`src/rtl/mc_controller.sv`:
```
// Multicycle MIPS-subset control unit: sequences FETCH/DECODE/execute/writeback
// states, drives the datapath strobes and selects, and traps to a sticky FAULT
// state on illegal instructions, unknown state codes or memory wait timeouts.
module mc_controller #(
  parameter int TIMEOUT = 15,
  parameter int CNT_W   = 4
) (
  input  logic       clk,
  input  logic       rst,
  input  logic [5:0] opcode,
  input  logic [5:0] funct,
  input  logic       zero,
  input  logic       mem_rdy,
  output logic       pc_wr,
  output logic       ir_wr,
  output logic       iord,
  output logic       mem_rd,
  output logic       mem_wr,
  output logic       reg_wr,
  output logic       rd_dst,
  output logic       memtoreg,
  output logic       alusrca,
  output logic [1:0] alusrcb,
  output logic [1:0] aluop,
  output logic [1:0] extop,
  output logic [1:0] pc_src,
  output logic       jal_sel,
  output logic       slt_sel,
  output logic       flag_sel,
  output logic       fault,
  output logic [3:0] state
);

  typedef enum logic [3:0] {
    S_FETCH  = 4'd0,
    S_DECODE = 4'd1,
    S_MEMADR = 4'd2,
    S_MEMRD  = 4'd3,
    S_MEMWB  = 4'd4,
    S_MEMWR  = 4'd5,
    S_REXEC  = 4'd6,
    S_RWB    = 4'd7,
    S_IEXEC  = 4'd8,
    S_IWB    = 4'd9,
    S_BRANCH = 4'd10,
    S_JUMP   = 4'd11,
    S_JR     = 4'd12,
    S_FAULT  = 4'd13
  } state_t;

  localparam logic [5:0] OP_RTYPE = 6'h00;
  localparam logic [5:0] OP_J     = 6'h02;
  localparam logic [5:0] OP_JAL   = 6'h03;
  localparam logic [5:0] OP_BEQ   = 6'h04;
  localparam logic [5:0] OP_ADDI  = 6'h08;
  localparam logic [5:0] OP_ADDIU = 6'h09;
  localparam logic [5:0] OP_ORI   = 6'h0D;
  localparam logic [5:0] OP_LUI   = 6'h0F;
  localparam logic [5:0] OP_LW    = 6'h23;
  localparam logic [5:0] OP_SW    = 6'h2B;

  localparam logic [5:0] FN_JR    = 6'h08;
  localparam logic [5:0] FN_ADDU  = 6'h21;
  localparam logic [5:0] FN_SUBU  = 6'h23;
  localparam logic [5:0] FN_SLT   = 6'h2A;

  localparam logic [CNT_W-1:0] TIMEOUT_C = CNT_W'(TIMEOUT);

  state_t           state_q, state_d;
  logic [CNT_W-1:0] wait_cnt;
  logic             wait_st;
  logic             timed_out;
  logic             r_sub;
  logic             r_slt;
  logic [1:0]       i_aluop;
  logic [1:0]       i_extop;
  logic             i_addi;

  // Memory-wait detection and per-instruction decode shared by several states
  always_comb begin
    wait_st   = (state_q == S_FETCH) || (state_q == S_MEMRD) || (state_q == S_MEMWR);
    timed_out = wait_st && !mem_rdy && (wait_cnt == TIMEOUT_C);
    r_slt     = (funct == FN_SLT);
    r_sub     = (funct == FN_SUBU) || r_slt;
    i_addi    = (opcode == OP_ADDI);
    i_aluop   = 2'b00;
    i_extop   = 2'b01;
    if (opcode == OP_ORI) begin
      i_aluop = 2'b10;
      i_extop = 2'b00;
    end else if (opcode == OP_LUI) begin
      i_extop = 2'b10;
    end
  end

  // Next-state and output decode; every strobe defaults to 0
  always_comb begin
    state_d  = state_q;
    pc_wr    = 1'b0;
    ir_wr    = 1'b0;
    iord     = 1'b0;
    mem_rd   = 1'b0;
    mem_wr   = 1'b0;
    reg_wr   = 1'b0;
    rd_dst   = 1'b0;
    memtoreg = 1'b0;
    alusrca  = 1'b0;
    alusrcb  = 2'b00;
    aluop    = 2'b00;
    extop    = 2'b00;
    pc_src   = 2'b00;
    jal_sel  = 1'b0;
    slt_sel  = 1'b0;
    flag_sel = 1'b0;
    fault    = 1'b0;
    case (state_q)
      S_FETCH: begin
        mem_rd  = 1'b1;
        alusrcb = 2'b01;
        ir_wr   = mem_rdy;
        pc_wr   = mem_rdy;
        if (mem_rdy)        state_d = S_DECODE;
        else if (timed_out) state_d = S_FAULT;
      end
      S_DECODE: begin
        alusrcb = 2'b11;
        extop   = 2'b01;
        case (opcode)
          OP_RTYPE: begin
            if (funct == FN_ADDU || funct == FN_SUBU || funct == FN_SLT) state_d = S_REXEC;
            else if (funct == FN_JR)                                    state_d = S_JR;
            else                                                        state_d = S_FAULT;
          end
          OP_LW, OP_SW:                     state_d = S_MEMADR;
          OP_ORI, OP_LUI, OP_ADDI, OP_ADDIU: state_d = S_IEXEC;
          OP_BEQ:                           state_d = S_BRANCH;
          OP_J, OP_JAL:                     state_d = S_JUMP;
          default:                          state_d = S_FAULT;
        endcase
      end
      S_MEMADR: begin
        alusrca = 1'b1;
        alusrcb = 2'b10;
        extop   = 2'b01;
        if (opcode == OP_LW)      state_d = S_MEMRD;
        else if (opcode == OP_SW) state_d = S_MEMWR;
        else                      state_d = S_FAULT;
      end
      S_MEMRD: begin
        iord   = 1'b1;
        mem_rd = 1'b1;
        if (mem_rdy)        state_d = S_MEMWB;
        else if (timed_out) state_d = S_FAULT;
      end
      S_MEMWB: begin
        reg_wr   = 1'b1;
        memtoreg = 1'b1;
        state_d  = S_FETCH;
      end
      S_MEMWR: begin
        iord   = 1'b1;
        mem_wr = 1'b1;
        if (mem_rdy)        state_d = S_FETCH;
        else if (timed_out) state_d = S_FAULT;
      end
      S_REXEC: begin
        alusrca = 1'b1;
        aluop   = r_sub ? 2'b01 : 2'b00;
        slt_sel = r_slt;
        state_d = S_RWB;
      end
      S_RWB: begin
        reg_wr  = 1'b1;
        rd_dst  = 1'b1;
        slt_sel = r_slt;
        state_d = S_FETCH;
      end
      S_IEXEC, S_IWB: begin
        alusrca  = 1'b1;
        alusrcb  = 2'b10;
        aluop    = i_aluop;
        extop    = i_extop;
        flag_sel = i_addi;
        reg_wr   = (state_q == S_IWB);
        state_d  = (state_q == S_IEXEC) ? S_IWB : S_FETCH;
      end
      S_BRANCH: begin
        alusrca = 1'b1;
        aluop   = 2'b01;
        pc_src  = 2'b01;
        pc_wr   = zero;
        state_d = S_FETCH;
      end
      S_JUMP: begin
        pc_src  = 2'b10;
        pc_wr   = 1'b1;
        reg_wr  = (opcode == OP_JAL);
        jal_sel = (opcode == OP_JAL);
        state_d = S_FETCH;
      end
      S_JR: begin
        pc_src  = 2'b11;
        pc_wr   = 1'b1;
        state_d = S_FETCH;
      end
      S_FAULT: begin
        fault = 1'b1;
      end
      default: begin
        state_d = S_FAULT;
      end
    endcase
  end

  // State register, forced back to FETCH by reset from any state
  always_ff @(posedge clk or posedge rst) begin
    if (rst) state_q <= S_FETCH;
    else     state_q <= state_d;
  end

  // Consecutive not-ready cycles in the current memory-wait state
  always_ff @(posedge clk or posedge rst) begin
    if (rst)                                             wait_cnt <= '0;
    else if (wait_st && !mem_rdy && state_d == state_q) wait_cnt <= wait_cnt + 1'b1;
    else                                                 wait_cnt <= '0;
  end

  assign state = state_q;

endmodule
```
`config.mk`:
```
export PLATFORM = sky130hd
export DESIGN_NAME = mc_controller
export DESIGN_NICKNAME = d
export VERILOG_FILES = /design/src/rtl/mc_controller.sv
export SDC_FILE = /design/constraint.sdc
export NUM_CORES = 1
export LEC_CHECK = 0
export CAP_MARGIN = 40
export CORE_MARGIN = 4
export CORE_UTILIZATION = 55
export CTS_CLUSTER_SIZE = 24
export DETAILED_ROUTE_END_ITERATION = 12
export DONT_BUFFER_PORTS = 1
export HOLD_SLACK_MARGIN = 0.1
export PLACE_DENSITY = 0.7
export SYNTH_ARGS = -nofsm -noshare
export SYNTH_HDL_FRONTEND = slang
export SYNTH_SLANG_ARGS = --single-unit
export TNS_END_PERCENT = 20
```
`constraint.sdc`:
```
create_clock -name clk -period 1.95 [get_ports clk]
set_input_delay 0.0975 -clock clk [delete_from_list [all_inputs] [get_ports clk]]
set_output_delay 0.0975 -clock clk [all_outputs]
set_load 0.005 [all_outputs]
```
==> results of run 1 <==
-- area by class of cell --
type / count / area share
Timing Repair Buffer: 11 / 0.0865
Clock buffer: 3 / 0.0216
Sequential cell: 8 / 0.192
Inverter: 8 / 0.0288
Multi-Input combinational cell: 116 / 0.651
Tap cell: 16 / 0.0192
-- cell usage after synthesis --
library cell  instances  area, µm²
nand2b_1              4       25.0
o21ai_1               1       5.00
o211ai_1              3       22.5
buf_2                 4       20.0
a22oi_1               1       7.51
a21oi_1               6       30.0
nor2b_1               2       12.5
xor2_1                2       17.5
a222oi_1              1       10.0
nand4_1               2       12.5
nor4_1                3       18.8
nand4b_1              1       8.76
o22ai_1               2       12.5
and3_1                1       6.26
or3_1                 1       6.26
buf_1                 2       7.51
inv_1                 6       22.5
o21bai_1              1       7.51
ha_1                  1       12.5
nor2_1               20       75.1
a21o_1                2       15.0
clkbuf_1              3       11.3
a211o_1               2       17.5
nand2_1              14       52.6
nand2b_4              1       13.8
xnor2_1               4       35.0
a211oi_1              1       7.51
o21ai_0               8       40.0
or3b_1                1       8.76
nor3b_1               1       7.51
inv_2                 2       7.51
a31oi_1               1       6.26
dfrtp_1               8        200
a32oi_1               2       17.5
o221ai_1              1       8.76
o22a_1                1       8.76
nand3_1               8       40.0
a2111oi_0             1       8.76
nor3_1                9       45.0
or4_1                 1       7.51
a21oi_2               1       8.76
a221oi_1              1       8.76
nand3b_1              4       30.0
-- final timing paths --
| kind | cells past startpoint | slack [ns] | to | startpoint |
|---|---|---|---|---|
| max in group asynchronous | 2 | 1.49 | state[1]$_DFF_PP0_ | rst |
| hold / removal | 3 | 0.13 | state[3]$_DFF_PP0_ | opcode[4] |
| setup / recovery | 5 | 0.11 | flag_sel | state[2]$_DFF_PP0_ |
| min in group asynchronous | 2 | 0.23 | state[2]$_DFF_PP0_ | rst |
| hold reg to reg | 1 | 0.48 | wait_cnt[0]$_DFF_PP0_ | wait_cnt[0]$_DFF_PP0_ |
| setup reg to reg | 6 | 0.19 | state[3]$_DFF_PP0_ | state[1]$_DFF_PP0_ |
-- kinds of logic after synthesis --
logic type	Yosys count
and+or+nand+nor	73
AOI/OAI and AO/OA	36
buffers and inverters	17
DFF	8
xor gates and xnor gates	6
adders and majority gates	1
-- sequential cells by signal, summed over array words and instances (netlist names) --
name / flops
wait_cnt: 4
state: 4
-- power by group --
group / leakage (nW) / internal, mW / total (mW) / switching (mW)
Clock: 0.0138 / 0.0703 / 0.124 / 0.0542
Combinational: 0.320 / 0.316 / 0.790 / 0.474
Sequential: 0.106 / 0.211 / 0.274 / 0.0631
Total: 0.440 / 0.597 / 1.19 / 0.591
-- layer usage --
metal	vias to the layer above	track usage
met3	9	0.0873
met4	0	0.0599
met1	482	0.255
met5	-	0
li1	523	-
met2	57	0.382
-- worst register-to-register path: cells and delay by family, from the launching register on --
kind	cells	cell delay [ns]
simple gates	1	0.07
buf+inv	1	0.22
flops	1	0.52
compound gates	3	0.57
xor+xnor	1	0.25
-- what timing repair did --
| item | in CTS | in global routing |
|---|---|---|
| hold endpoints to repair | 9 | 1 |
| endpoints found under the setup margin | 0 | 0 |
| hold buffers | 2 | 1 |
==> impl_results.md, run 1 <==
* Register cell area after layout at 200 µm²
* H-tree Lvls at 1
* CP Cell Sequence: buf_4 -> buf_4 -> nand2b_1 -> nand4b_1 -> nor4_1
* Hold WC Path Type: input pin to flip-flop
* Post-Layout Cell Count at 162
* WL per Instance at 16.7 µm
* Final TNS setup at 0 ns
* Fill count at 142
* Post-Synthesis Cells at 141
* DR pass1 iterations at 5
* Sink Count at 8
* WL met3 at 297 µm
* Final setup viols at 0
* Yosys reg bits at 8
* Adder-cell share of the synthesized area at 0.0132
* Slowest CP cell: dfrtp_1
* Vias in the first global route at 972
* Crit path max fanout at 13
* Worst hold-check slack at 0.125 ns
* DRC violations left at 0
* Worst EP arrival at 1.74 ns
* Endpoint class of the critical path: output port
* DRT met1 WL at 1110 µm
* Height of the die at 49.5 µm
* RSZ-0062 raised after global routing: no
* Routed Antenna Nets at 0
* Full die area at 2450 µm²
* Peak supply drop at 0.000819 V
* Setup Skew at 0.00406 ns
* Core ar. at 1560 µm²
* Diodes inserted at 0
* CP top delay family: simple AND/OR/NAND/NOR gates
* Commonest non-fill, non-tap cell in the layout: nor2_1
* Xor/xnor cell area share of the yosys netlist at 0.0555
* Chip Width at 49.5 µm
* Via count at 1071
* GRT overflow at 0
* Status: finished clean
* Count of cell types in the netlist at 43
* Period utilization at 0.943
* Post-DP Area at 988 µm²
* Critical path's most frequent cell: buf_4
* WP data required at 1.85 ns
* HPWL after detailed placement at 2110 µm
* WL final at 2700 µm
* Share of post-route cells with drive strength above 1 at 0.103
* Mux cell area share after synthesis at 0
* Clock latency on the worst-skew pair at 0.25 ns
* CTS resizes at 0
* Place WS at 0.221 ns
* PD cells at 1140 nW/µm²
* Compound-cell area share of the yosys netlist at 0.256
* Worst slew pin tran at 0.472 ns
* Tmin final at 1.84 ns
* Mapped Nets at 158
* DR top layer: met4
* Yosys Warn Count at 0
* Final Max Tran Viols at 0
* Slew headroom at 0.677
* Ports at 41
* Placed cells at 156
* WL met2 at 1240 µm
* Final worst slack at 0.112 ns
* Largest net degree at the start of global routing at 14
* Crit Path Class: flip-flop to output port
* Area Growth Syn to Fin at 9.91%
* Total Power at 1.19 mW
* First DRT Iteration DRCs at 26
* Final Cell Area at 1040 µm²
* # nets final at 165
* Register area share after synthesis at 0.211
* Global-route wire length before repair at 4300 µm
* Maxcap violations at 0
* Initial core utilization at 0.608
* Port Buffer Count at 0
* Final Util at 0.668
* F_max at 544 MHz
* Num CTS Buffers at 3
* Combinational family with the most area after synthesis: simple AND/OR/NAND/NOR gates
* Number of vias per cell at 6.61
* Mapped Area at 947 µm²
* Worst path max stage delay at 0.38 ns
* GRT Total Usage at 0.222
* Global placement routability congestion at 0.779
* Clock tree from TritonCTS: done
* Initial antenna violation count at 0
* Crit path launch type: flip-flop
* CP Buf/Inv Count at 2
* Clock Tree Buf Depth at 2
* CTS Root Cell: clkbuf_4
* Area of the multi-input gates at 678 µm²
* Setup Fix Bufs, Post-CTS at 0
* Row count at 14
* Most frequent cells in the layout: nor2_1, nand2_1, nor3_1
* Clock Pin Slew Worst Setup and Hold Paths at 0.05 ns
* Post-synthesis simple-gate area fraction at 0.391
* Mapped Avg Cell Area at 6.72 µm²
* Leak at 0.440 nW
* Fin. Hold Viols at 0
(Power assumes the default switching activity.)
==> run 2, diff against run 1 <==
Settings changed: SKIP_LAST_GASP from default to 1.
Clock period 1.95 ns to 1.79 ns, I/O delays scaled along.
==> run 2 against run 1 <==
  * Cell count increased by 0.62%
  * Clock skew decreased by 0.0032 ns
  * Register-to-register slack got worse by 0.02 ns
  * Die area unchanged
  * Sequential share of layout area decreased by 0.23 points
  * Critical path depth decreased by 1
  * Global-route usage decreased by 1.5 points
  * Utilization increased by 0.80 points
  * Non-clock buffer count increased by 1
==> impl_results.md, run 2 (synthesis results as in run 1) <==
* Clock Pin Slew Worst Setup and Hold Paths at 0.05 ns
* Commonest non-fill, non-tap cell in the layout: nor2_1
* Setup Fix Bufs, Post-CTS at 0
* DRT met1 WL at 1130 µm
* # nets final at 166
* HPWL after detailed placement at 1940 µm
* Period utilization at 0.950
* CP endpoint: flag_sel
* Largest net degree at the start of global routing at 20
* DR pass1 iterations at 4
* Core ar. at 1560 µm²
* Post-DP Area at 996 µm²
* Worst-case reg-to-reg path depth at 5
* H-tree Lvls at 1
* Slowest CP cell: dfrtp_1
* Port Buffer Count at 0
* Clock Tree Buf Depth at 2
* Sink Count at 8
* Num CTS Buffers at 3
* Final Max Tran Viols at 0
* Crit path max fanout at 11
* Routed Antenna Nets at 0
* WL met3 at 230 µm
* Slew headroom at 0.745
* Area Growth Syn to Fin at 11.2%
* Total Power at 1.31 mW
* GRT Total Usage at 0.207
* CTS Root Cell: clkbuf_4
* Tmin final at 1.70 ns
* CP top delay family: simple AND/OR/NAND/NOR gates
* Row count at 14
* Leak at 0.450 nW
* Maxcap violations at 0
* Status: finished clean
* Initial antenna violation count at 0
* PD cells at 1240 nW/µm²
* Via count at 1054
* Worst setup startpoint: state[2]$_DFF_PP0_
* Setup Skew at 0.000897 ns
* Crit Path Class: flip-flop to output port
* Worst path max stage delay at 0.41 ns
* Worst EP arrival at 1.61 ns
* Worst R2R End: state[1]$_DFF_PP0_
* Reg2Reg Launch Point: state[2]$_DFF_PP0_
* WL per Instance at 15.5 µm
* Global placement routability congestion at 0.845
* WP data required at 1.70 ns
* Chip Width at 49.5 µm
* DRC violations left at 0
* Final Cell Area at 1050 µm²
* Crit path launch type: flip-flop
* CP Buf/Inv Count at 1
* First DRT Iteration DRCs at 27
* Initial core utilization at 0.608
* Fin. Hold Viols at 0
* Worst slew pin tran at 0.373 ns
* Share of post-route cells with drive strength above 1 at 0.116
* Global-route wire length before repair at 4080 µm
* Final setup viols at 0
* WP depth at 4
* Peak supply drop at 0.000858 V
* Most frequent cells in the layout: nor2_1, nand2_1, nor3_1, buf_4
* Height of the die at 49.5 µm
* Diodes inserted at 0
* WL final at 2520 µm
* RSZ-0062 raised after global routing: yes
* DR top layer: met4
* Full die area at 2450 µm²
* Clock latency on the worst-skew pair at 0.26 ns
* Hold WC Path Type: input pin to flip-flop
* WL met2 at 1140 µm
* Endpoint class of the critical path: output port
* GRT overflow at 0
* Reg2Reg Setup Slack at 0.17 ns
* F_max at 588 MHz
* Ports at 41
* Vias in the first global route at 932
* Clock tree from TritonCTS: done
* CP Cell Sequence: buf_4 -> nand2b_1 -> nand4b_1 -> nor4_1
* Number of vias per cell at 6.47
==> run 2: cell types whose count changed in the layout (fill, tap and decap cells not counted) <==
cell | before | now
a211oi_1 | 1 | 0
a211oi_2 | 0 | 1
buf_4 | 8 | 9
==> run 2: timing repair <==
item                                    CTS  global route
endpoints found under the setup margin    0             4
hold endpoints to repair                  9             0
hold buffers                              3             0
gates resized for setup                   0             1
==> run 2: how the worst min path moves through the flow <==
stage,start,to,slack [ns],cells past startpoint
after floorplan,rst,state[0]$_DFF_PP0_,-0.09,1
after global placement,rst,wait_cnt[1]$_DFF_PP0_,-0.07,1
after detailed placement,rst,wait_cnt[1]$_DFF_PP0_,-0.06,1
after CTS,opcode[4],state[3]$_DFF_PP0_,0.12,3
after global routing,opcode[4],state[3]$_DFF_PP0_,0.13,3
final,opcode[4],state[3]$_DFF_PP0_,0.13,3
==> run 2: where the power goes <==
group / switching (mW) / internal, mW
logic: 0.519 / 0.361
registers: 0.0570 / 0.230
clock network: 0.0621 / 0.0768
total: 0.638 / 0.668
==> run 2: stage by stage <==
stage | worst slack [ns] | hold WS, ns | util | instances | setup TNS [ns]
floorplan | 0.238 | -0.0948 | - | 141 | 0
global placement | 0.193 | -0.0652 | 0.639 | 157 | 0
detailed placement | 0.181 | -0.0602 | 0.639 | 157 | 0
CTS | 0.0771 | 0.118 | 0.673 | 163 | 0
global route | -0.0202 | 0.129 | 0.676 | 163 | -0.0401
finish | 0.0893 | 0.127 | 0.676 | 163 | 0
==> run 2: worst reg2reg max path: stages (launching register included) <==
cell	delay, ns
dfrtp_1	0.41
or4_1	0.51
o22a_1	0.26
nand2b_4	0.18
a21oi_2	0.11
a21o_1	0.10
==> run 2: final cells by class <==
class	instances	area, µm²
Clock buffer	3	22.5
Tap cell	16	20.0
Sequential cell	8	200
Fill cell	150	505
Timing Repair Buffer	12	97.6
Inverter	8	30.0
Multi-Input combinational cell	116	683
==> run 2: routing by layer <==
metal	global-route usage	vias to the layer above
met2	0.333	37
met5	0	-
li1	-	530
met1	0.265	485
met4	0.0415	0
met3	0.0783	2
==> run 3, diff against run 2 <==
Settings changed: GPL_TIMING_DRIVEN from default to 0.
==> run 3 against run 2 <==
  * Die area is the same
  * Utilization shrank 1.9 points
  * Cell count is the same
  * Critical path type unchanged
  * Critical endpoint is now reg_wr
  * Highest routed layer unchanged
==> impl_results.md, run 3 (synthesis results as in run 1) <==
* Leak at 0.437 nW
* Hold WC Path Type: input pin to flip-flop
* Num CTS Buffers at 3
* Tmin final at 1.74 ns
* Full die area at 2450 µm²
* Global placement routability congestion at 0.867
* Place WS at 0.0545 ns
* WL per Instance at 16.8 µm
* Peak supply drop at 0.000624 V
* HPWL after detailed placement at 2110 µm
* Worst path max stage delay at 0.37 ns
* Share of post-route cells with drive strength above 1 at 0.0952
* Initial core utilization at 0.608
* Clock latency on the worst-skew pair at 0.25 ns
* Register cell area after layout at 200 µm²
* WL final at 2740 µm
* Maxcap violations at 0
* DR pass1 iterations at 4
* Period utilization at 0.972
* DRC violations left at 0
* Endpoint class of the critical path: output port
* Port Buffer Count at 0
* Area Growth Syn to Fin at 8.06%
* Global-route wire length before repair at 4490 µm
* Clock Tree Buf Depth at 2
* Slowest CP cell: clkbuf_1
* Final Util at 0.657
* Commonest non-fill, non-tap cell in the layout: nor2_1
* Setup Skew at 0.00449 ns
* Initial antenna violation count at 0
* Largest net degree at the start of global routing at 11
* PD cells at 1240 nW/µm²
* Fill count at 150
* F_max at 575 MHz
* Worst slew pin tran at 0.458 ns
* Area of the multi-input gates at 678 µm²
* RSZ-0062 raised after global routing: yes
* Crit Path Class: flip-flop to output port
* Final Max Tran Viols at 0
* Chip Width at 49.5 µm
* Status: finished clean
* Clock tree from TritonCTS: done
* Via count at 1095
* # nets final at 166
* H-tree Lvls at 1
* Most frequent cells in the layout: nor2_1, nand2_1, nor3_1
* Number of vias per cell at 6.72
* Height of the die at 49.5 µm
* Final Cell Area at 1020 µm²
* CP Cell Sequence: buf_2 -> clkbuf_1 -> nor3_1 -> a211o_1
* CTS Root Cell: clkbuf_4
* Crit path launch type: flip-flop
* Row count at 14
* Core ar. at 1560 µm²
* Diodes inserted at 0
* Crit path max fanout at 10
* Final setup viols at 0
* Post-DP Area at 967 µm²
* Final worst slack at 0.0502 ns
* Setup Fix Bufs, Post-CTS at 0
* Worst EP arrival at 1.65 ns
* Routed Antenna Nets at 0
* Clock Pin Slew Worst Setup and Hold Paths at 0.05 ns
* Worst hold-check slack at 0.176 ns
* GRT Total Usage at 0.228
* First DRT Iteration DRCs at 24
* Sink Count at 8
* Vias in the first global route at 959
* Ports at 41
* Fin. Hold Viols at 0
* Slew headroom at 0.694
* GRT overflow at 0
* WP data required at 1.70 ns
[run 3: metrics by stage]
stage	power [mW]	setup TNS (ns)	cells
after detailed placement	1.12	0	157
after global placement	1.10	0	157
after global routing	1.38	-0.0295	163
after CTS	1.26	0	163
after floorplan	0.939	0	141
final	1.27	0	163
[run 3: worst max-delay path: cells and delay by family (launching register included)]
family	cells	cell delay, ns
compound gates	1	0.31
buf+inv	2	0.58
flops	1	0.36
simple gates	1	0.15
[run 3: routing by layer]
metal,up-vias,global-route usage,wire length (µm)
li1,530,-,-
met1,495,0.291,1160
met2,58,0.348,1230
met3,12,0.0783,248
met4,0,0.0968,89
met5,-,0,0
[run 3: layout make-up]
cell class | count | area share
Buffer | 9 | 0.0416
Clock buffer | 3 | 0.0220
Inverter | 8 | 0.0293
Multi-Input combinational cell | 116 | 0.663
Sequential cell | 8 | 0.196
Tap cell | 16 | 0.0196
Timing Repair Buffer | 3 | 0.0293
[run 3: worst paths after layout]
path / startpoint / to / slack, ns / depth (start not counted)
setup / recovery: state[0]$_DFF_PP0_ / reg_wr / 0.05 / 4
hold / removal: opcode[4] / state[3]$_DFF_PP0_ / 0.18 / 3
max in group asynchronous: rst / wait_cnt[2]$_DFF_PP0_ / 1.33 / 2
hold reg to reg: wait_cnt[0]$_DFF_PP0_ / wait_cnt[0]$_DFF_PP0_ / 0.47 / 1
min in group asynchronous: rst / state[1]$_DFF_PP0_ / 0.23 / 2
setup reg to reg: state[2]$_DFF_PP0_ / state[1]$_DFF_PP0_ / 0.10 / 5
[run 3: power breakdown]
group / leakage [nW] / total (mW) / internal (mW) / switching, mW
clock: 0.0138 / 0.134 / 0.0764 / 0.0572
sequential: 0.106 / 0.279 / 0.231 / 0.0487
combinational: 0.317 / 0.858 / 0.312 / 0.545
[run 3: timing repair]
| action | in CTS | in global routing |
|---|---|---|
| hold buffers | 3 | 0 |
| gates resized for setup | 2 | 1 |
| endpoints found under the hold margin | 9 | 0 |
| setup endpoints to repair | 6 | 4 |
